File: config.mk
export PLATFORM = sky130hd
export DESIGN_NAME = bus_arbiter
export DESIGN_NICKNAME = d
export VERILOG_FILES = /design/src/rtl/bus_arbiter.sv
export SDC_FILE = /design/constraint.sdc
export NUM_CORES = 1
export LEC_CHECK = 0
export ABC_AREA = 1
export CORE_AREA = 5 5 139 141
export DETAILED_ROUTE_END_ITERATION = 10
export DIE_AREA = 0 0 144 146
export DONT_BUFFER_PORTS = 1
export GPL_ROUTABILITY_DRIVEN = 1
export PLACE_DENSITY = 0.33
export SLEW_MARGIN = 5
export SYNTH_ARGS = -nofsm -noshare
export SYNTH_HDL_FRONTEND = slang
export SYNTH_SLANG_ARGS = --single-unit
File: constraint.sdc
create_clock -name CLK -period 3.6 [get_ports CLK]
set_clock_uncertainty 0.2 [all_clocks]
set_input_delay 1.08 -clock CLK [delete_from_list [all_inputs] [get_ports CLK]]
set_output_delay 1.08 -clock CLK [all_outputs]
set_load 0.005 [all_outputs]
File: src/rtl/bus_arbiter.sv
// Two-core, two-class (data/instruction) arbiter in front of one shared RAM port.
// Data beats instruction, round-robin within a class, and a wait-cycle timeout aborts a stuck grant.
module bus_arbiter #(
   parameter int unsigned TIMEOUT = 255,
   parameter int unsigned WORD_W  = 32
) (
   input  logic              CLK,
   input  logic              nRST,
   input  logic [1:0]        dREN,
   input  logic [1:0]        dWEN,
   input  logic [WORD_W-1:0] daddr0,
   input  logic [WORD_W-1:0] daddr1,
   input  logic [WORD_W-1:0] dstore0,
   input  logic [WORD_W-1:0] dstore1,
   input  logic [1:0]        iREN,
   input  logic [WORD_W-1:0] iaddr0,
   input  logic [WORD_W-1:0] iaddr1,
   output logic [1:0]        dwait,
   output logic [1:0]        iwait,
   output logic [WORD_W-1:0] dload,
   output logic [WORD_W-1:0] iload,
   output logic [WORD_W-1:0] ramaddr,
   output logic [WORD_W-1:0] ramstore,
   output logic              ramREN,
   output logic              ramWEN,
   input  logic [WORD_W-1:0] ramload,
   input  logic              ramwait,
   output logic [1:0]        grant_id,
   output logic              busy,
   output logic              err
);

   localparam int unsigned     CNT_W    = 8;
   localparam logic [CNT_W-1:0] CNT_LAST = CNT_W'(TIMEOUT - 1);

   typedef enum logic {
      IDLE  = 1'b0,
      SERVE = 1'b1
   } state_t;

   state_t             state_q, state_d;
   logic [1:0]         grant_q, grant_d;
   logic               dptr_q, dptr_d;
   logic               iptr_q, iptr_d;
   logic [CNT_W-1:0]   cnt_q, cnt_d;
   logic               err_q, err_d;

   logic [1:0]         dreq;
   logic               own_cls;
   logic               own_core;
   logic               own_req;
   logic               win_valid;
   logic               win_cls;
   logic               win_core;
   logic [WORD_W-1:0]  own_daddr;
   logic [WORD_W-1:0]  own_dstore;
   logic [WORD_W-1:0]  own_iaddr;

   // Pointed core wins a tie, a lone requester always wins.
   function automatic logic pick(input logic [1:0] req, input logic ptr);
      return (req == 2'b11) ? ptr : req[1];
   endfunction

   assign dreq       = dREN | dWEN;
   assign own_cls    = grant_q[1];
   assign own_core   = grant_q[0];
   assign own_req    = own_cls ? dreq[own_core] : iREN[own_core];
   assign own_daddr  = own_core ? daddr1  : daddr0;
   assign own_dstore = own_core ? dstore1 : dstore0;
   assign own_iaddr  = own_core ? iaddr1  : iaddr0;

   always_comb begin
      win_valid = 1'b1;
      win_cls   = 1'b0;
      win_core  = 1'b0;
      if (|dreq) begin
         win_cls  = 1'b1;
         win_core = pick(dreq, dptr_q);
      end else if (|iREN) begin
         win_core = pick(iREN, iptr_q);
      end else begin
         win_valid = 1'b0;
      end
   end

   // State register and grant bookkeeping.
   always_ff @(posedge CLK) begin
      if (!nRST) begin
         state_q <= IDLE;
         grant_q <= 2'b00;
         dptr_q  <= 1'b0;
         iptr_q  <= 1'b0;
         cnt_q   <= '0;
         err_q   <= 1'b0;
      end else begin
         state_q <= state_d;
         grant_q <= grant_d;
         dptr_q  <= dptr_d;
         iptr_q  <= iptr_d;
         cnt_q   <= cnt_d;
         err_q   <= err_d;
      end
   end

   // Next state: arbitrate only in IDLE; leave SERVE on completion, owner drop or timeout.
   always_comb begin
      state_d = state_q;
      grant_d = grant_q;
      dptr_d  = dptr_q;
      iptr_d  = iptr_q;
      cnt_d   = cnt_q;
      err_d   = 1'b0;
      if (state_q == IDLE) begin
         cnt_d = '0;
         if (win_valid) begin
            state_d = SERVE;
            grant_d = {win_cls, win_core};
         end
      end else begin
         if (!own_req) begin
            state_d = IDLE;
         end else if (!ramwait) begin
            state_d = IDLE;
            if (own_cls) begin
               dptr_d = ~dptr_q;
            end else begin
               iptr_d = ~iptr_q;
            end
         end else if (cnt_q == CNT_LAST) begin
            state_d = IDLE;
            err_d   = 1'b1;
         end else begin
            cnt_d = cnt_q + CNT_W'(1);
         end
      end
   end

   // RAM side follows the owner's live inputs; reset forces the idle view.
   always_comb begin
      dwait    = 2'b11;
      iwait    = 2'b11;
      ramREN   = 1'b0;
      ramWEN   = 1'b0;
      ramaddr  = '0;
      ramstore = '0;
      if (nRST && (state_q == SERVE)) begin
         if (own_cls) begin
            ramaddr  = own_daddr;
            ramstore = own_dstore;
            ramWEN   = dWEN[own_core];
            ramREN   = dREN[own_core] & ~dWEN[own_core];
            if (own_req && !ramwait) begin
               dwait[own_core] = 1'b0;
            end
         end else begin
            ramaddr = own_iaddr;
            ramREN  = iREN[own_core];
            if (own_req && !ramwait) begin
               iwait[own_core] = 1'b0;
            end
         end
      end
   end

   assign dload    = ramload;
   assign iload    = ramload;
   assign grant_id = grant_q;
   assign busy     = (state_q == SERVE);
   assign err      = err_q;

endmodule

# Word-level counts from Yosys, hierarchy flattened
# Cells that the tools add are included.
# W data, S select, Z words.
word_totals:
  out_inout_bits: 138
  wordCells: 74
  ff_bits: 14
  inputBits: 233
op_classes:
  add_sub_neg: 1
  n_reduce_logical: 12
  n_bitwise: 10
  mux: 40
  order_cmp: 2
  eq_ne: 3
ops:
  columns: ["op", "n"]
  rows:
  - ["$mux W32", 7]
  - ["$mux W1", 27]
  - ["$reduce_and A4 Y1", 3]
  - ["$mux W2", 5]
  - ["$add A8 B1 Y8 const B", 1]
  - ["$eq A8 B8 Y1 const B", 1]
  - ["$not A1 Y1", 7]
  - ["$eq A2 B2 Y1 const B", 2]
  - ["$reduce_and A2 Y1", 2]
  - ["$reduce_or A2 Y1", 2]
  - ["$logic_and A1 B1 Y1", 3]
  - ["$reduce_and A3 Y1", 1]
  - ["$lt A1 B2 Y1 const B", 1]
  - ["$not A2 Y2", 1]
  - ["$or A2 B2 Y2", 1]
  - ["$and A1 B1 Y1", 1]
  - ["$demux W1 S1", 1]
  - ["$ge A1 B1 Y1 const B", 1]
  - ["$logic_not A1 Y1", 1]

# Logic depth before layout (Yosys ltp)
logic_depth:
  depth_word: 8
  mapped_depth: 10
  ltp_nobuf: 10

# Least setup slack after synthesis
# No wires, ideal clock.
synth_timing:
  path_kind: "input port to output port"
  from: "input dWEN[0]"
  to: "output iwait[0]"
  slack_ps: 572
  arrival_time_ps: 1748
  n_path_buf: 0
  stages: 9
  required_time_ps: 2320
  cell_sequence: "nor2_1 nand2_1 nand2_1 nand2_2 nand2_4 inv_1 nand2_1 nor2_1 nand3_1"
synth_between:
  elab_chain_cells: 8
synth_lines:
  columns: ["element", "line_no", "rtl"]
  rows:
  - ["start: declaration", "10", "input logic [1:0] dWEN,"]
  - ["$or A2 B2 Y2", "64", "assign dreq = dREN | dWEN;"]
  - ["$mux W1 (not written as such) (2 in a row)", "67", "assign own_req = own_cls ? dreq[own_core] : iREN[own_core];"]
  - ["$mux W1", "67", null]
  - ["$logic_and A1 B1 Y1", "158", "if (own_req && !ramwait) begin"]
  - ["$mux W2", "158", null]
  - ["$mux W2", "147", "if (own_cls) begin"]
  - ["$mux W2", "146", "if (nRST && (state_q == SERVE)) begin"]
  - ["end: declaration", "19", "output logic [1:0] iwait,"]
# No other way between the ends. The select of a mux whose other input is x is not followed.

# Final worst setup path
layout_timing:
  from: "input nRST"
  to: "output ramaddr[26]"
layout_between:
  elab_chain_cells: 2
layout_lines:
  columns: ["element", "line_no", "rtl"]
  rows:
  - ["start: declaration", "8", "input logic nRST,"]
  - ["$logic_and A1 B1 Y1", "146", null]
  - ["$mux W32", "146", null]
  - ["end: declaration", "22", "output logic [WORD_W-1:0] ramaddr,"]
# No other way between the ends.

==> qor.yml <==
outcome: "complete, no violations"
holdCritStartpoint: "cnt_q[6]$_SDFFE_PN0P_"
cts-root-to-sink-buffers: 2
critical_path_depth: 4
kind_of_launch_point_of_the_worst_setup_path: "primary input"
critical_path_class: "in2out"
ctsHoldBuffers: 0
final_critical_path_required_period_ns: 3.33
antenna_found_initial: 1
core_sq_um: 17800
hpwl_um: 10100
delay_of_the_slowest_critical_path_stage_ns: 0.49
cts_root_buffer: "clkbuf_16"
hold_path_class: "reg2reg"
layout-area-overhead-vs-synth_pct: -6.73
first_iter_violations: 190
synth_area_per_cell_sq_um: 5.36
critical_path.n_buffers_inverters: 1
start_util_pct: 16.5
post-route-period-util_pct: 92.5
synth_cell_type_count: 34
holdPathStages: 2
critical_path.endpoint_type: "output pin"
synth-seq-area-share_pct: 9.54
crit_path_cell_chain: "nand2_2 -> nor2_4 -> inv_2 -> o32ai_1"
achievable-frequency_mhz: 300
tritoncts_num_sinks: 14
die_area_sq_um: 21000
slew_headroom_pct: 55.9
setup_viol_count_final: 0
holdWs_ns: 0.263
grt_use_total_pct: 10.4
fillerInstances: 2101
power_leakage_nw: 1.00
pin_count: 371
whs_endpoint: "cnt_q[6]$_SDFFE_PN0P_"
cells_after_synthesis: 548
number_of_standard_cells_in_the_final_layout_excluding_fillers: 691
drt_pass1_iterations: 4
finalHoldViolations: 0
tritoncts: "yes"
wire_per_inst_um: 18.4
irDropWorstVdd_mv: 0.233
postSynthRegisterBits: 14
grt_pass1_wl_um: 17400
r2r-end: "cnt_q[5]$_SDFFE_PN0P_"
setup-tns-final_ns: 0
vias_per_cell: 4.43
antennaDiodeCount: 0
std_cell_rows: 49
layout-drive-gt1-share_pct: 8.66
rr_worst_depth: 6
power_density_nw_per_um2: 280
h_tree_levels: 1
antenna_violating_nets_post_route: 0
layout.cells.most_common_list: "140 x nor2_1, 106 x nand2_1, 64 x o21ai_0, 64 x a21oi_1"
slew_viol_final: 0
global_route.overflow_total: 0
placement.io_buffers: 0
gp_congestion: 0.779
nNetsFinal: 698
cp_data_required_time_ns: 2.32
worstPathArrival_ns: 2.05
grt_start_max_net_pins: 50
clock_insertion_delay_worst_skew_ns: 0.24
rsz0062_at_grt: "no"
die_h_um: 146
worst-slew-pin-transition_ns: 0.661
synth_area_sq_um: 2940
critical-path-slowest-cell: "inv_2"
regToRegStartpoint: "grant_id[0]$_SDFFE_PN0P_"
path_delay_family: "buffers and inverters"
drt-total-wl_um: 12700
yosysWarningCount: 0
clkTransAtPathRegs_ns: 0.05
drcViolationCount: 0
count_of_cells_resized_by_post_cts_repair: 0
cap_violations: 0
cts_post_setup_buffers_inserted: 0
layout.cells.most_common: "nor2_1"
routed-via-count: 3059
synth.net_count: 783
die_width_um: 144
dp_cells: 687
numCtsBuffers: 3
grt_pass1_vias: 2891
path_max_fanout: 34
regToRegSetupSlack_ns: 1.78
post-layout-total-power_mw: 0.767
cell type report:
| cell class | count | area (sq um) | share of cell area, % |
|---|---|---|---|
| Inverter | 15 | 56.3 | 2.05 |
| Tap cell | 229 | 287 | 10.5 |
| Multi-Input combinational cell | 419 | 1940 | 70.6 |
| Clock buffer | 4 | 88.8 | 3.24 |
| Sequential cell | 14 | 285 | 10.4 |
| Timing Repair Buffer | 10 | 87.6 | 3.20 |
kinds of logic after synthesis:
family	synth area share (%)
DFF	9.54
adders and majority gates	0.852
buffers and inverters	24.7
muxes	0.681
xor gates and xnor gates	1.49
AOI/OAI and AO/OA	25.8
and+or+nand+nor	37.0
per-stage QoR:
step                      setup WS [ns]  cell area (sq um)  util [%]
after floorplan                   0.572               2940         -
after global placement            0.240               2650      14.9
after detailed placement          0.252               2650      14.9
after CTS                         0.251               2740      15.4
after global routing              0.176               2740      15.4
final                             0.270               2740      15.4
cell usage after synthesis (all sizes together):
library cell | n | area, sq um
a21oi | 74 | 408
and2 | 1 | 6.26
buf | 89 | 627
clkbuf | 11 | 41.3
dfxtp | 14 | 280
ha | 2 | 25.0
inv | 15 | 56.3
mux2i | 2 | 20.0
nand2 | 111 | 432
nand3 | 6 | 35.0
nand3b | 1 | 7.51
nand4 | 4 | 31.3
nor2 | 143 | 563
nor3 | 1 | 5.00
o21a | 1 | 7.51
o21ai | 64 | 320
o21bai | 1 | 7.51
o22ai | 1 | 6.26
o32ai | 1 | 8.76
or2 | 1 | 6.26
xnor2 | 2 | 17.5
xor2 | 3 | 26.3
flip-flops by register name, summed over array words and instances, names as in the netlist:
name and flops:
busy 1, cnt_q 8, dptr_q 1, err 1, grant_id 2, iptr_q 1
power by group:
group / total [mW] / switching [mW] / internal (mW)
clock: 0.237 / 0.0685 / 0.169
combinational: 0.355 / 0.248 / 0.107
sequential: 0.175 / 0.0133 / 0.162
total: 0.767 / 0.330 / 0.437
worst register-to-register path: stages, from the launching register on:
cell     delay [ns]
dfxtp_4        0.50
buf_12         0.27
nand2_2        0.08
nand3_2        0.16
nand4_2        0.27
nand2_1        0.13
a21oi_1        0.07
metal layers:
metal  vias up  share of wire, %  GRT usage [%]
met4         2              0.62          0.989
met2       186                51           19.3
met3        11                10           2.56
met5         -             0.055              0
met1      1336                38           12.5
li1       1524                 -              -
worst max path at each step:
stage / startpoint / endpoint / slack, ns
2_1_floorplan: dWEN[0] / iwait[0] / 0.57
3_3_place_gp: nRST / ramaddr[26] / 0.24
3_5_place_dp: nRST / ramaddr[26] / 0.25
4_1_cts: nRST / ramaddr[26] / 0.25
5_1_grt: nRST / ramaddr[26] / 0.18
6_report: nRST / ramaddr[26] / 0.27
No activity file was read; power rests on OpenSTA's default activity.
